<file path="config.mk">
export PLATFORM = sky130hd
export DESIGN_NAME = conv_frame_reassembler
export DESIGN_NICKNAME = d
export VERILOG_FILES = /design/src/rtl/conv_frame_reassembler.sv
export SDC_FILE = /design/constraint.sdc
export NUM_CORES = 1
export LEC_CHECK = 0
export ABC_AREA = 1
export CORE_MARGIN = 1.5
export CORE_UTILIZATION = 46
export CTS_BUF_LIST = sky130_fd_sc_hd__clkbuf_4 sky130_fd_sc_hd__clkbuf_8
export CTS_CLUSTER_SIZE = 10
export DETAILED_ROUTE_END_ITERATION = 10
export GPL_ROUTABILITY_DRIVEN = 0
export PLACE_DENSITY = 0.79
export SKIP_CTS_REPAIR_TIMING = 1
export SLEW_MARGIN = 5
export SYNTH_ARGS = -nofsm -noshare
export SYNTH_HDL_FRONTEND = slang
export SYNTH_SLANG_ARGS = --single-unit
</file>
<file path="constraint.sdc">
create_clock -name clk -period 1.5 [get_ports clk]
set_input_delay 0.3 -clock clk [delete_from_list [all_inputs] [get_ports clk]]
set_output_delay 0.3 -clock clk [all_outputs]
set_load 0.05 [all_outputs]
</file>
<file path="src/rtl/conv_frame_reassembler.sv">
// Re-expands the valid-region CNN result stream into a full WIDTH x HEIGHT raster,
// with FILL_VALUE on the border. Optional macro CONV_REASM_CLAMP_EN saturates results.
module conv_frame_reassembler #(
  parameter int WIDTH       = 64,
  parameter int HEIGHT      = 64,
  parameter int WINDOW      = 3,
  parameter int PIXEL_WIDTH = 8,
  parameter int ACC_WIDTH   = 16,
  parameter logic [PIXEL_WIDTH-1:0] FILL_VALUE = '0
) (
  input  logic                   clk,
  input  logic                   rst,
  input  logic                   in_valid,
  input  logic [ACC_WIDTH-1:0]   in_data,
  input  logic                   in_last,
  output logic                   in_ready,
  output logic                   out_valid,
  output logic [PIXEL_WIDTH-1:0] out_pixel,
  output logic                   out_sof,
  output logic                   out_eol,
  output logic                   out_eof,
  input  logic                   out_ready,
  output logic                   frame_err
);

  localparam int OUT_W = WIDTH - WINDOW + 1;
  localparam int OUT_H = HEIGHT - WINDOW + 1;
  localparam int PT    = (WINDOW - 1) / 2;
  localparam int PL    = PT;
  localparam int XW    = (WIDTH  > 1) ? $clog2(WIDTH)  : 1;
  localparam int YW    = (HEIGHT > 1) ? $clog2(HEIGHT) : 1;

  localparam logic [XW-1:0] X_LAST      = XW'(WIDTH - 1);
  localparam logic [YW-1:0] Y_LAST      = YW'(HEIGHT - 1);
  localparam logic [XW-1:0] X_BODY_LAST = XW'(PL + OUT_W - 1);
  localparam logic [YW-1:0] Y_BODY_LAST = YW'(PT + OUT_H - 1);

  typedef enum logic {IDLE, RUN} state_t;

  state_t                 state;
  logic [XW-1:0]          x;
  logic [YW-1:0]          y;
  logic                   body;
  logic                   slot_free;
  logic                   load;
  logic                   accept;
  logic                   last_body;
  logic [PIXEL_WIDTH-1:0] conv_pixel;

  // Signed int compares keep the PL/PT = 0 case free of always-true unsigned tests.
  assign body      = (int'(x) >= PL) && (int'(x) < PL + OUT_W) &&
                     (int'(y) >= PT) && (int'(y) < PT + OUT_H);
  assign last_body = (x == X_BODY_LAST) && (y == Y_BODY_LAST);
  assign slot_free = !out_valid || out_ready;
  assign in_ready  = (state == RUN) && body && slot_free;
  assign load      = (state == RUN) && slot_free && (!body || in_valid);
  assign accept    = in_valid && in_ready;

`ifdef CONV_REASM_CLAMP_EN
  localparam logic [ACC_WIDTH-1:0] PIX_MAX = ACC_WIDTH'({PIXEL_WIDTH{1'b1}});
  assign conv_pixel = (in_data > PIX_MAX) ? {PIXEL_WIDTH{1'b1}} : in_data[PIXEL_WIDTH-1:0];
`else
  assign conv_pixel = in_data[PIXEL_WIDTH-1:0];
  generate
    if (ACC_WIDTH > PIXEL_WIDTH) begin : g_trunc
      logic unused_hi;
      assign unused_hi = ^in_data[ACC_WIDTH-1:PIXEL_WIDTH];
    end
  endgenerate
`endif

  // NOTE: all state below uses non-blocking assignment so every register samples
  // the pre-edge values of x/y/state; blocking here would skew markers by a pixel.
  always_ff @(posedge clk) begin
    if (rst) begin
      state     <= IDLE;
      x         <= '0;
      y         <= '0;
      out_valid <= 1'b0;
      out_pixel <= '0;
      out_sof   <= 1'b0;
      out_eol   <= 1'b0;
      out_eof   <= 1'b0;
      frame_err <= 1'b0;
    end else begin
      if (state == IDLE && in_valid) state <= RUN;

      if (load) begin
        out_valid <= 1'b1;
        out_pixel <= body ? conv_pixel : FILL_VALUE;
        out_sof   <= (x == '0) && (y == '0);
        out_eol   <= (x == X_LAST);
        out_eof   <= (x == X_LAST) && (y == Y_LAST);
        if (x == X_LAST) begin
          x <= '0;
          if (y == Y_LAST) begin
            y     <= '0;
            state <= IDLE;
          end else begin
            y <= y + 1'b1;
          end
        end else begin
          x <= x + 1'b1;
        end
      end else if (out_ready) begin
        // Pixel drained with nothing to replace it; payload is left as-is.
        out_valid <= 1'b0;
      end

      if (accept && (in_last != last_body)) frame_err <= 1'b1;
    end
  end

endmodule

</file>
# Word level (Yosys, flattened, before mapping)
# Index checks and enable logic that the tools add are counted.
word_totals:
  out_inout_bits: 14
  register_bits: 26
  rom_bits: 0
  elab_cells: 51
  ramBits: 0
  latchBits: 0
  n_memories: 0
op_classes:
  n_mul: 0
  add_sub_neg: 2
  muxes: 9
  shift: 0
  div_mod_pow: 0
  bitwise_logic: 1
  n_eq_ne: 5
  n_reduce_logical: 21
  n_lt_le_gt_ge: 4
ops:
  columns: ["cell", "count"]
  rows:
  - ["$eq A6 B6 Y1 const B", 4]
  - ["$logic_and A1 B1 Y1", 13]
  - ["$add A6 B1 Y6 const B", 2]
  - ["$ge A6 B1 Y1 const B", 2]
  - ["$logic_not A6 Y1", 2]
  - ["$lt A6 B6 Y1 const B", 2]
  - ["$mux W6", 2]
  - ["$mux W8", 1]
  - ["$mux W1", 6]
  - ["$logic_not A1 Y1", 2]
  - ["$logic_or A1 B1 Y1", 2]
  - ["$reduce_and A2 Y1", 1]
  - ["$reduce_bool A2 Y1", 1]
  - ["$ne A1 B1 Y1", 1]
  - ["$not A1 Y1", 1]

# Logic depth before layout (Yosys ltp)
# Gate-level depths: netlist of the first run.
logic_depth:
  depth_word: 8
  mapped_depth: 13

# Worst setup path after synthesis of the first run
# OpenSTA, ideal clock, no wires.
synth_timing:
  kind: "register to register"
  from: "reg x[0]"
  to: "reg out_pixel[7]"
  arrival_ps: 1748
  required_time_ps: 1427
  setup_ps: 73
  stages_incl_launch_ff: 10
  setup_slack_ps: -320
  synth_period_minus_slack_ps: 1820
  cell_sequence: "dfxtp_1 > inv_1 > ha_1 > inv_1 > nor2_1 > nand3_1 > nand2_2 > nor3_4 > nand3_1 > a21oi_1"
synth_between:
  elab_chain_len: 7
  word_cells_on_any_way: 9
  cone_classes: "order compare: 2; mux: 1; reduce/logical: 6"
synth_rtl:
  columns: ["element", "line", "source"]
  rows:
  - ["from (decl)", "41", "logic [XW-1:0] x;"]
  - ["from (signal assigned)", "103", "x <= x + 1'b1;"]
  - ["$ge A6 B1 Y1 / $lt A6 B6 Y1 (equally long branches)", "51", "assign body = (int'(x) >= PL) && (int'(x) < PL + OUT_W) &&"]
  - ["$logic_and A1 B1 Y1 * (2 in series)", "51", null]
  - ["$logic_and A1 B1 Y1 *", "52", "(int'(y) >= PT) && (int'(y) < PT + OUT_H);"]
  - ["$logic_not A1 Y1", "56", "assign load = (state == RUN) && slot_free && (!body || in_valid);"]
  - ["$logic_or A1 B1 Y1", "56", null]
  - ["$logic_and A1 B1 Y1", "56", null]
  - ["to (signal assigned)", "90", "out_pixel <= body ? conv_pixel : FILL_VALUE;"]
  - ["to (decl)", "18", "output logic [PIXEL_WIDTH-1:0] out_pixel,"]
# Mark *: on every way between the ends. The rest lies on a longest branch, timed or not.
# A chain may end at the register's enable or synchronous reset.

# Worst setup path in the final report of the first run
layout_timing:
  from: "reg x[1]"
  to: "out in_ready"
layout_between:
  elab_chain_len: 6
  word_cells_on_any_way: 7
  cone_classes: "order compare: 2; reduce/logical: 5"
layout_rtl:
  columns: ["element", "line", "source"]
  rows:
  - ["$ge A6 B1 Y1 / $lt A6 B6 Y1 (equally long branches)", "51", null]
  - ["$logic_and A1 B1 Y1 * (2 in series)", "51", null]
  - ["$logic_and A1 B1 Y1 *", "52", null]
  - ["$logic_and A1 B1 Y1 * (2 in series)", "55", "assign in_ready = (state == RUN) && body && slot_free;"]
  - ["to (decl)", "16", "output logic in_ready,"]
# Marked as above.

==> flow_metrics.py, run 1 <==
metrics = {
    "run_status": {
        "status": "finished, violations left",
        "violations": "negative setup slack",
    },
    "die": {
        "die_area_sq_um": 3600,
        "num_rows": 20,
        "die_h_microns": 60.0,
        "core-area_sq_um": 3080,
        "floorplan.initialDensity_pct": 48.6,
        "num_io_pins": 35,
        "die_w_microns": 60.0,
    },
    "pwr": {
        "combPwrFrac_pct": 23.3,
        "sw_frac_of_total_pct": 30.3,
        "internal_power_uw": 968,
        "clkPwrFrac_pct": 24.9,
        "peakVddDrop_v": 0.000456,
        "seqPwrFrac_pct": 51.7,
        "powerDensity_nw_per_um2": 511,
        "switchingPower_uw": 420,
        "p_leak_uw": 0.00111,
    },
    "drt": {
        "drcViolationCount": 0,
        "dr.pass1.iters": 4,
        "drt-initial-drc-count": 151,
        "drt.antenna.violating_nets": 0,
        "postRouteWirelength_microns": 6030,
        "wire_per_inst_microns": 19.2,
        "route.vias.total": 1727,
        "via_per_inst": 5.50,
    },
    "grt": {
        "gr-total-overflow": 0,
        "grt_use_total_pct": 22.6,
        "grt_pass1_vias": 1437,
        "use_met1_pct": 29.0,
        "grtUsageMet2_pct": 38.7,
        "top_usage_layer": "met2",
        "grt_pass1_wl_microns": 6190,
        "use_met3_pct": 2.38,
        "antenna_found_initial": 0,
        "grt_max_degree": 19,
    },
    "cells_and_area": {
        "final_common_cell": "buf_4",
        "postLayoutCellArea_sq_um": 2720,
        "synthToLayoutAreaGrowth_pct": 81.6,
        "fill_cells": 133,
        "fin_nets": 302,
        "layout.cells.non_filler": 314,
        "most-common-layout-cells": "buf_4 (39), dfxtp_1 (21), nor2_1 (19), a21oi_2 (19), nand2_1 (18)",
        "drive_above_1_share_pct": 56.7,
        "antennaDiodeCount": 0,
    },
    "synth": {
        "synth_cell_types": 29,
        "synth_cells": 193,
        "yosysTopAreaCell": "dfxtp_1",
        "synthTopCellsByArea": "dfxtp_1 (35%), nand2_1 (9.8%), ha_1 (8.4%), a21oi_1 (5.4%), nor2_1 (5.3%)",
        "avgSynthCellArea_sq_um": 7.75,
        "synth_fp_nets": 224,
        "yosysWarnings": 0,
        "yosysSeqAreaShare_pct": 34.8,
        "netlist_area_sq_um": 1500,
        "synth-seq-cells": 26,
        "synth_top_area_share_pct": 34.8,
    },
    "timing": {
        "tightest_slew_ns": 0.375,
        "slew_violations": 0,
        "max_freq_ghz": 0.509,
        "finalSetupViolations": 27,
        "maxSlewHeadroom_pct": 75.0,
        "setup_slack_ns": -0.466,
        "fin_crit_sh_pct": 131,
        "finalHoldViolCount": 0,
        "finalCriticalPeriod_ns": 1.97,
        "finClkSkew_ns": 0.0131,
        "grt_setup_unrepaired": "yes",
    },
    "setup_path": {
        "startpoint_type": "register",
        "arrival_ns": 1.67,
        "endpoint_kind": "primary output",
        "crit_slowest_cell": "dfxtp_4",
        "crit_required_ns": 1.20,
        "path_cells": "inv_2 -> ha_2 -> nor2_4 -> nand3_2 -> nand2_4 -> nor3_4 -> buf_12",
        "worst-path-max-fanout": 3,
        "max_stage_delay_ns": 0.39,
        "worstSetupPathType": "register to primary output",
    },
    "clock_network": {
        "cts_num_sinks": 26,
        "insertion_delay_ns": 0.34,
        "cts_tree": "built",
        "htree_levels": 1,
        "cts_buffer_depth": 2,
        "numCtsBuffers": 3,
        "cts-root-buf": "clkbuf_4",
        "clk_pin_slew_ns": 0.15,
    },
    "min_path": {
        "hp-class": "register to register",
    },
    "place": {
        "portBuffers": 26,
        "post-place-cells": 290,
        "place_area_sq_um": 2290,
        "place_hpwl_microns": 2760,
    },
    "job": {
        "maxCapViolations": 0,
    },
}
kinds of logic (layout without fill, tap and decap cells):
family | after synthesis | count (layout) | synth area share [%]
compound gates | 25 | 25 | 10.1
xor+xnor | 6 | 6 | 3.52
fa+ha+maj | 10 | 10 | 8.37
buf+inv | 24 | 99 | 8.12
flops | 26 | 26 | 34.8
simple gates | 102 | 104 | 35.1
power by group through the flow:
stage          combinational, uW  sequential (uW)  clock [uW]
2_1_floorplan                103              743           0
3_3_place_gp                 214              729           0
3_5_place_dp                 218              730           0
4_1_cts                      220              715         339
5_1_grt                      338              719         370
6_report                     324              718         346
metal layers:
metal	wire length [microns]	part of all wire [%]
met1	2370	39
met4	203	3.4
met5	0	0
met3	226	3.8
met2	3230	54
path summary, 6_finish.rpt:
check | start | endpoint | slack, ns | depth (start not counted)
setup / recovery | x[1] | in_ready | -0.47 | 7
setup reg to reg | x[1] | out_sof | -0.44 | 15
hold / removal | out_eol | out_eol | 0.52 | 2
hold reg to reg | out_eol | out_eol | 0.52 | 2
sequential cells by signal (all words and copies together), names as in the netlist:
register	count
frame_err	1
out_eof	1
out_eol	1
out_pixel	8
out_sof	1
out_valid	1
state	1
x	6
y	6
metrics by stage:
step	setup WS (ns)	hold WS, ns	power (uW)	utilization (%)	TNS, ns
after CTS	-0.453	0.505	1270	75.4	-3.81
final	-0.466	0.516	1390	88.2	-9.67
after global routing	-0.545	0.534	1430	88.2	-11.75
after global placement	-0.249	0.471	943	74.4	-4.45
after detailed placement	-0.267	0.486	948	74.4	-5.45
after floorplan	-0.186	0.452	846	-	-1.64
worst max-delay path, delay by kind of cell, from the launching register on:
family / cells / cell delay [ns]
buffers and inverters: 2 / 0.27
and+or+nand+nor: 4 / 0.44
DFF: 1 / 0.39
adders and majority gates: 1 / 0.22
Yosys cell counts:
cell type and instances:
nand2_2 6, xnor2_1 3, clkbuf_1 3, nor2_2 3, nor3_4 1, dfxtp_1 26
and3_1 1, buf_12 1, buf_6 1, inv_1 15, nand2_8 1, nand2_1 39
xor2_1 3, or2_2 1, buf_2 1, clkinv_2 1, nor2_1 21, o21ai_0 2
a21oi_1 16, nor3_1 1, nand3_2 1, clkinv_4 1, nand3_4 2, nor2_4 1
a21oi_2 7, inv_2 1, ha_1 10, nand4_1 10, nand3_1 14
final cells by class:
class	count	area, sq um	share of cell area, %
Inverter	18	90.1	3.32
Sequential cell	26	537	19.8
Tap cell	44	55.1	2.03
Clock buffer	4	30.0	1.11
Timing Repair Buffer	77	855	31.5
Multi-Input combinational cell	145	1150	42.3
Note: power is estimated with default switching activity, not from simulation.
==> run 2, diff against run 1 <==
MAX_ROUTING_LAYER = met4   (was not set)
==> run 2 against run 1 <==
Net effect:
- the run still ends with negative setup slack left
- first-iteration DRC count increased by 15%
- flip-flop and latch count unchanged
- sequential power is essentially flat
- critical endpoint is now x[1]
- largest cell class unchanged
==> flow_metrics.py, run 2 (synthesized netlist as in run 1, its figures left out) <==
metrics = {
    "run_status": {
        "status": "finished, violations left",
        "violations": "negative setup slack",
    },
    "setup_path": {
        "crit_required_ns": 1.74,
        "worstSetupStartpoint": "x[1]",
        "worstReg2RegStart": "x[1]",
        "crit_slowest_cell": "dfxtp_4",
        "startpoint_type": "register",
        "r2r-end": "x[1]",
        "max_stage_delay_ns": 0.41,
        "regToRegSetupSlack_ns": -0.49,
        "worst-path-max-fanout": 4,
        "endpoint_kind": "register",
        "arrival_ns": 2.23,
        "cpMostUsedCell": "buf_6",
        "rr_worst_depth": 13,
        "path_cells": "inv_2 -> ha_2 -> nor2_4 -> nand3_2 -> nand2_4 -> buf_6 -> buf_6 -> inv_4 -> nand3_4 -> buf_12 -> nand2_8 -> o21ai_0 -> nor2_1",
        "endpoint": "x[1]",
        "worstSetupPathType": "register to register",
    },
    "pwr": {
        "peakVddDrop_v": 0.000457,
        "clkPwrFrac_pct": 25.0,
        "internal_power_uw": 968,
        "combPwrFrac_pct": 23.3,
        "powerDensity_nw_per_um2": 512,
        "p_leak_uw": 0.00111,
        "switchingPower_uw": 421,
        "sw_frac_of_total_pct": 30.3,
        "p_total_uw": 1390,
        "seqPwrFrac_pct": 51.7,
    },
    "clock_network": {
        "htree_levels": 1,
        "insertion_delay_ns": 0.34,
        "numCtsBuffers": 3,
        "cts_buffer_depth": 2,
        "cts-root-buf": "clkbuf_4",
        "cts_tree": "built",
        "clk_pin_slew_ns": 0.15,
        "cts_num_sinks": 26,
    },
    "cells_and_area": {
        "largest_register_ffs": 8,
        "drive_above_1_share_pct": 56.7,
        "most-common-layout-cells": "buf_4 (39), dfxtp_1 (21), nor2_1 (19), a21oi_2 (19), nand2_1 (18)",
        "final_common_cell": "buf_4",
        "fin_nets": 302,
        "fill_cells": 133,
        "synthToLayoutAreaGrowth_pct": 81.6,
        "postLayoutCellArea_sq_um": 2720,
        "regMostFlops": "out_pixel",
        "layout.cells.non_filler": 314,
        "antennaDiodeCount": 0,
        "top_regs": "out_pixel x8, x x6, y x6",
    },
    "timing": {
        "max_freq_ghz": 0.503,
        "slew_violations": 0,
        "finalCriticalPeriod_ns": 1.99,
        "finalHoldViolCount": 0,
        "fin_crit_sh_pct": 132,
        "setup_tns_ns": -9.70,
        "grt_setup_unrepaired": "yes",
        "setup_slack_ns": -0.487,
        "tightest_slew_ns": 0.375,
        "finalSetupViolations": 27,
        "maxSlewHeadroom_pct": 75.0,
        "finClkSkew_ns": 0.0114,
    },
    "drt": {
        "drt-initial-drc-count": 173,
        "postRouteWirelength_microns": 6050,
        "route.vias.total": 1710,
        "drcViolationCount": 0,
        "via_per_inst": 5.45,
        "dr.pass1.iters": 6,
        "drt.antenna.violating_nets": 0,
        "wire_per_inst_microns": 19.3,
    },
    "place": {
        "place_area_sq_um": 2290,
        "post-place-cells": 290,
        "place_hpwl_microns": 2760,
        "portBuffers": 26,
    },
    "die": {
        "num_rows": 20,
        "die_area_sq_um": 3600,
        "floorplan.initialDensity_pct": 48.6,
        "die_h_microns": 60.0,
        "die_w_microns": 60.0,
        "core-area_sq_um": 3080,
        "num_io_pins": 35,
    },
    "grt": {
        "antenna_found_initial": 0,
        "gr-total-overflow": 0,
        "grt_pass1_wl_microns": 6180,
        "grt_use_total_pct": 23.3,
        "grt_max_degree": 19,
        "grt_pass1_vias": 1437,
    },
    "job": {
        "maxCapViolations": 0,
    },
    "min_path": {
        "hold_start": "out_eol",
        "hp-class": "register to register",
    },
}
run 2: cell counts in the layout (fill, tap and decap cells not counted):
Identical to the previous run, type by type.
run 2: power groups by stage:
stage / registers (uW) / logic, uW / clock network (uW)
floorplan: 743 / 103 / 0
CTS: 715 / 220 / 339
global placement: 729 / 214 / 0
global route: 719 / 338 / 374
finish: 718 / 324 / 347
detailed placement: 730 / 218 / 0
run 2: per-layer routing:
metal	track usage [%]	vias up	wire, microns
li1	-	788	-
met1	29.0	824	2410
met2	38.7	74	3200
met3	2.38	24	211
met4	8.57	0	225
met5	-	-	0
run 2: worst min path at each step:
stage	cells past startpoint	end
after floorplan	2	out_pixel[7]
after global placement	2	state
after detailed placement	2	state
after CTS	2	state
after global routing	2	out_eol
final	2	out_eol
run 2: layout make-up:
type	instances	area (sq um)	share of cell area, %
multi-input combinational	145	1150	42.3
timing repair buffer	77	855	31.5
sequential	26	537	19.8
inverter	18	90.1	3.32
tap	44	55.1	2.03
clock buffer	4	30.0	1.11
run 2: worst max-delay path: cells and delay by family, from the launching register on:
family,cells,cell delay [ns]
AOI/OAI and AO/OA,1,0.28
adders and majority gates,1,0.20
buffers and inverters,5,0.43
DFF,1,0.41
and+or+nand+nor,6,0.56
run 2: per-stage QoR:
stage,utilization [%],hold slack (ns),setup WS (ns)
3_5_place_dp,74.4,0.486,-0.267
3_3_place_gp,74.4,0.471,-0.249
4_1_cts,75.4,0.505,-0.453
2_1_floorplan,-,0.452,-0.186
6_report,88.2,0.515,-0.487
5_1_grt,88.2,0.534,-0.545
==> run 3, diff against run 2 <==
SKIP_LAST_GASP = 1   (was not set)
==> run 3 against run 2 <==
Net effect:
- the run still ends with negative setup slack left
- combinational power barely moved
- global-route usage did not move
- critical endpoint unchanged
- critical path type unchanged
- largest power group unchanged
- highest routed layer unchanged
- routed wire length did not move
- largest cell class unchanged
==> flow_metrics.py, run 3 (synthesized netlist as in run 1, its figures left out) <==
metrics = {
    "die": {
        "die_h_microns": 60.0,
        "core-area_sq_um": 3080,
        "die_w_microns": 60.0,
        "num_io_pins": 35,
        "floorplan.initialDensity_pct": 48.6,
        "num_rows": 20,
        "die_area_sq_um": 3600,
    },
    "setup_path": {
        "endpoint_kind": "register",
        "endpoint": "x[1]",
        "r2r-end": "x[1]",
        "arrival_ns": 2.23,
        "worstReg2RegStart": "x[1]",
        "startpoint_type": "register",
        "rr_worst_depth": 13,
        "worstSetupStartpoint": "x[1]",
        "regToRegSetupSlack_ns": -0.49,
        "worstSetupPathType": "register to register",
        "crit_required_ns": 1.74,
        "worst-path-max-fanout": 4,
    },
    "drt": {
        "dr.pass1.iters": 6,
        "wire_per_inst_microns": 19.3,
        "drcViolationCount": 0,
        "route.vias.total": 1710,
        "drt.antenna.violating_nets": 0,
        "drt-initial-drc-count": 173,
        "via_per_inst": 5.45,
        "postRouteWirelength_microns": 6050,
    },
    "cells_and_area": {
        "most-common-layout-cells": "buf_4 (39), dfxtp_1 (21), nor2_1 (19), a21oi_2 (19), nand2_1 (18)",
        "layout.cells.non_filler": 314,
        "top_regs": "out_pixel x8, x x6, y x6",
        "fill_cells": 133,
        "largest_register_ffs": 8,
        "drive_above_1_share_pct": 56.7,
        "antennaDiodeCount": 0,
        "regMostFlops": "out_pixel",
        "final_common_cell": "buf_4",
        "synthToLayoutAreaGrowth_pct": 81.6,
        "fin_nets": 302,
    },
    "run_status": {
        "status": "finished, violations left",
        "violations": "negative setup slack",
    },
    "timing": {
        "fin_crit_sh_pct": 132,
        "maxSlewHeadroom_pct": 75.0,
        "holdWs_ns": 0.515,
        "grt_setup_unrepaired": "yes",
        "finalHoldViolCount": 0,
        "setup_slack_ns": -0.487,
        "slew_violations": 0,
        "finalCriticalPeriod_ns": 1.99,
        "tightest_slew_ns": 0.375,
        "finalSetupViolations": 27,
        "finClkSkew_ns": 0.0114,
        "max_freq_ghz": 0.503,
    },
    "clock_network": {
        "insertion_delay_ns": 0.34,
        "cts_buffer_depth": 2,
        "cts_num_sinks": 26,
        "cts-root-buf": "clkbuf_4",
        "clk_pin_slew_ns": 0.15,
        "cts_tree": "built",
        "htree_levels": 1,
        "numCtsBuffers": 3,
    },
    "min_path": {
        "hp-class": "register to register",
    },
    "grt": {
        "grt_pass1_wl_microns": 6180,
        "gr-total-overflow": 0,
        "use_met1_pct": 29.0,
        "use_met3_pct": 2.38,
        "grtUsageMet2_pct": 38.7,
        "top_usage_layer": "met2",
        "grt_max_degree": 19,
        "grt_pass1_vias": 1437,
        "grt_use_total_pct": 23.3,
        "antenna_found_initial": 0,
    },
    "place": {
        "portBuffers": 26,
        "post-place-cells": 290,
        "place_hpwl_microns": 2760,
    },
    "pwr": {
        "peakVddDrop_v": 0.000457,
        "internal_power_uw": 968,
        "seqPwrFrac_pct": 51.7,
        "clkPwrFrac_pct": 25.0,
        "powerDensity_nw_per_um2": 512,
        "p_leak_uw": 0.00111,
        "switchingPower_uw": 421,
        "combPwrFrac_pct": 23.3,
        "sw_frac_of_total_pct": 30.3,
    },
    "job": {
        "maxCapViolations": 0,
    },
}
-- run 3: critical path, stage by stage (launching register included) --
cell     delay (ns)
dfxtp_4        0.41
inv_2          0.07
ha_2           0.20
nor2_4         0.11
nand3_2        0.09
nand2_4        0.11
buf_6          0.10
buf_6          0.09
inv_4          0.03
nand3_4        0.10
buf_12         0.14
nand2_8        0.06
o21ai_0        0.28
nor2_1         0.09
-- run 3: worst min path at each step --
stage	endpoint	from	slack (ns)	cells after the start
after floorplan	out_pixel[7]	in_data[7]	0.45	2
after global placement	state	state	0.47	2
after detailed placement	state	state	0.49	2
after CTS	state	state	0.50	2
after global routing	out_eol	out_eol	0.53	2
final	out_eol	out_eol	0.51	2
-- run 3: through the flow --
| stage | total power [uW] | setup TNS, ns | utilization [%] | setup WS (ns) | instance area (sq um) |
|---|---|---|---|---|---|
| 2_1_floorplan | 846 | -1.64 | - | -0.186 | 1610 |
| 3_3_place_gp | 943 | -4.45 | 74.4 | -0.249 | 2290 |
| 3_5_place_dp | 948 | -5.45 | 74.4 | -0.267 | 2290 |
| 4_1_cts | 1270 | -3.81 | 75.4 | -0.453 | 2320 |
| 5_1_grt | 1430 | -11.74 | 88.2 | -0.545 | 2720 |
| 6_report | 1390 | -9.70 | 88.2 | -0.487 | 2720 |
-- run 3: layout make-up --
cell class / instances / area, sq um / area share, %
tap: 44 / 55.1 / 2.03
inverter: 18 / 90.1 / 3.32
clock buffer: 4 / 30.0 / 1.11
multi-input combinational: 145 / 1150 / 42.3
sequential: 26 / 537 / 19.8
timing repair buffer: 77 / 855 / 31.5
-- run 3: layer usage --
| metal | wire length, microns | up-vias | part of all wire, % |
|---|---|---|---|
| met2 | 3200 | 74 | 53 |
| met3 | 211 | 24 | 3.5 |
| met5 | 0 | - | 0 |
| li1 | - | 788 | - |
| met4 | 225 | 0 | 3.7 |
| met1 | 2410 | 824 | 40 |
-- run 3: power by group through the flow --
| stage | Clock (uW) | Sequential, uW | Combinational (uW) |
|---|---|---|---|
| after floorplan | 0 | 743 | 103 |
| after global placement | 0 | 729 | 214 |
| after detailed placement | 0 | 730 | 218 |
| after CTS | 339 | 715 | 220 |
| after global routing | 374 | 719 | 338 |
| final | 347 | 718 | 324 |
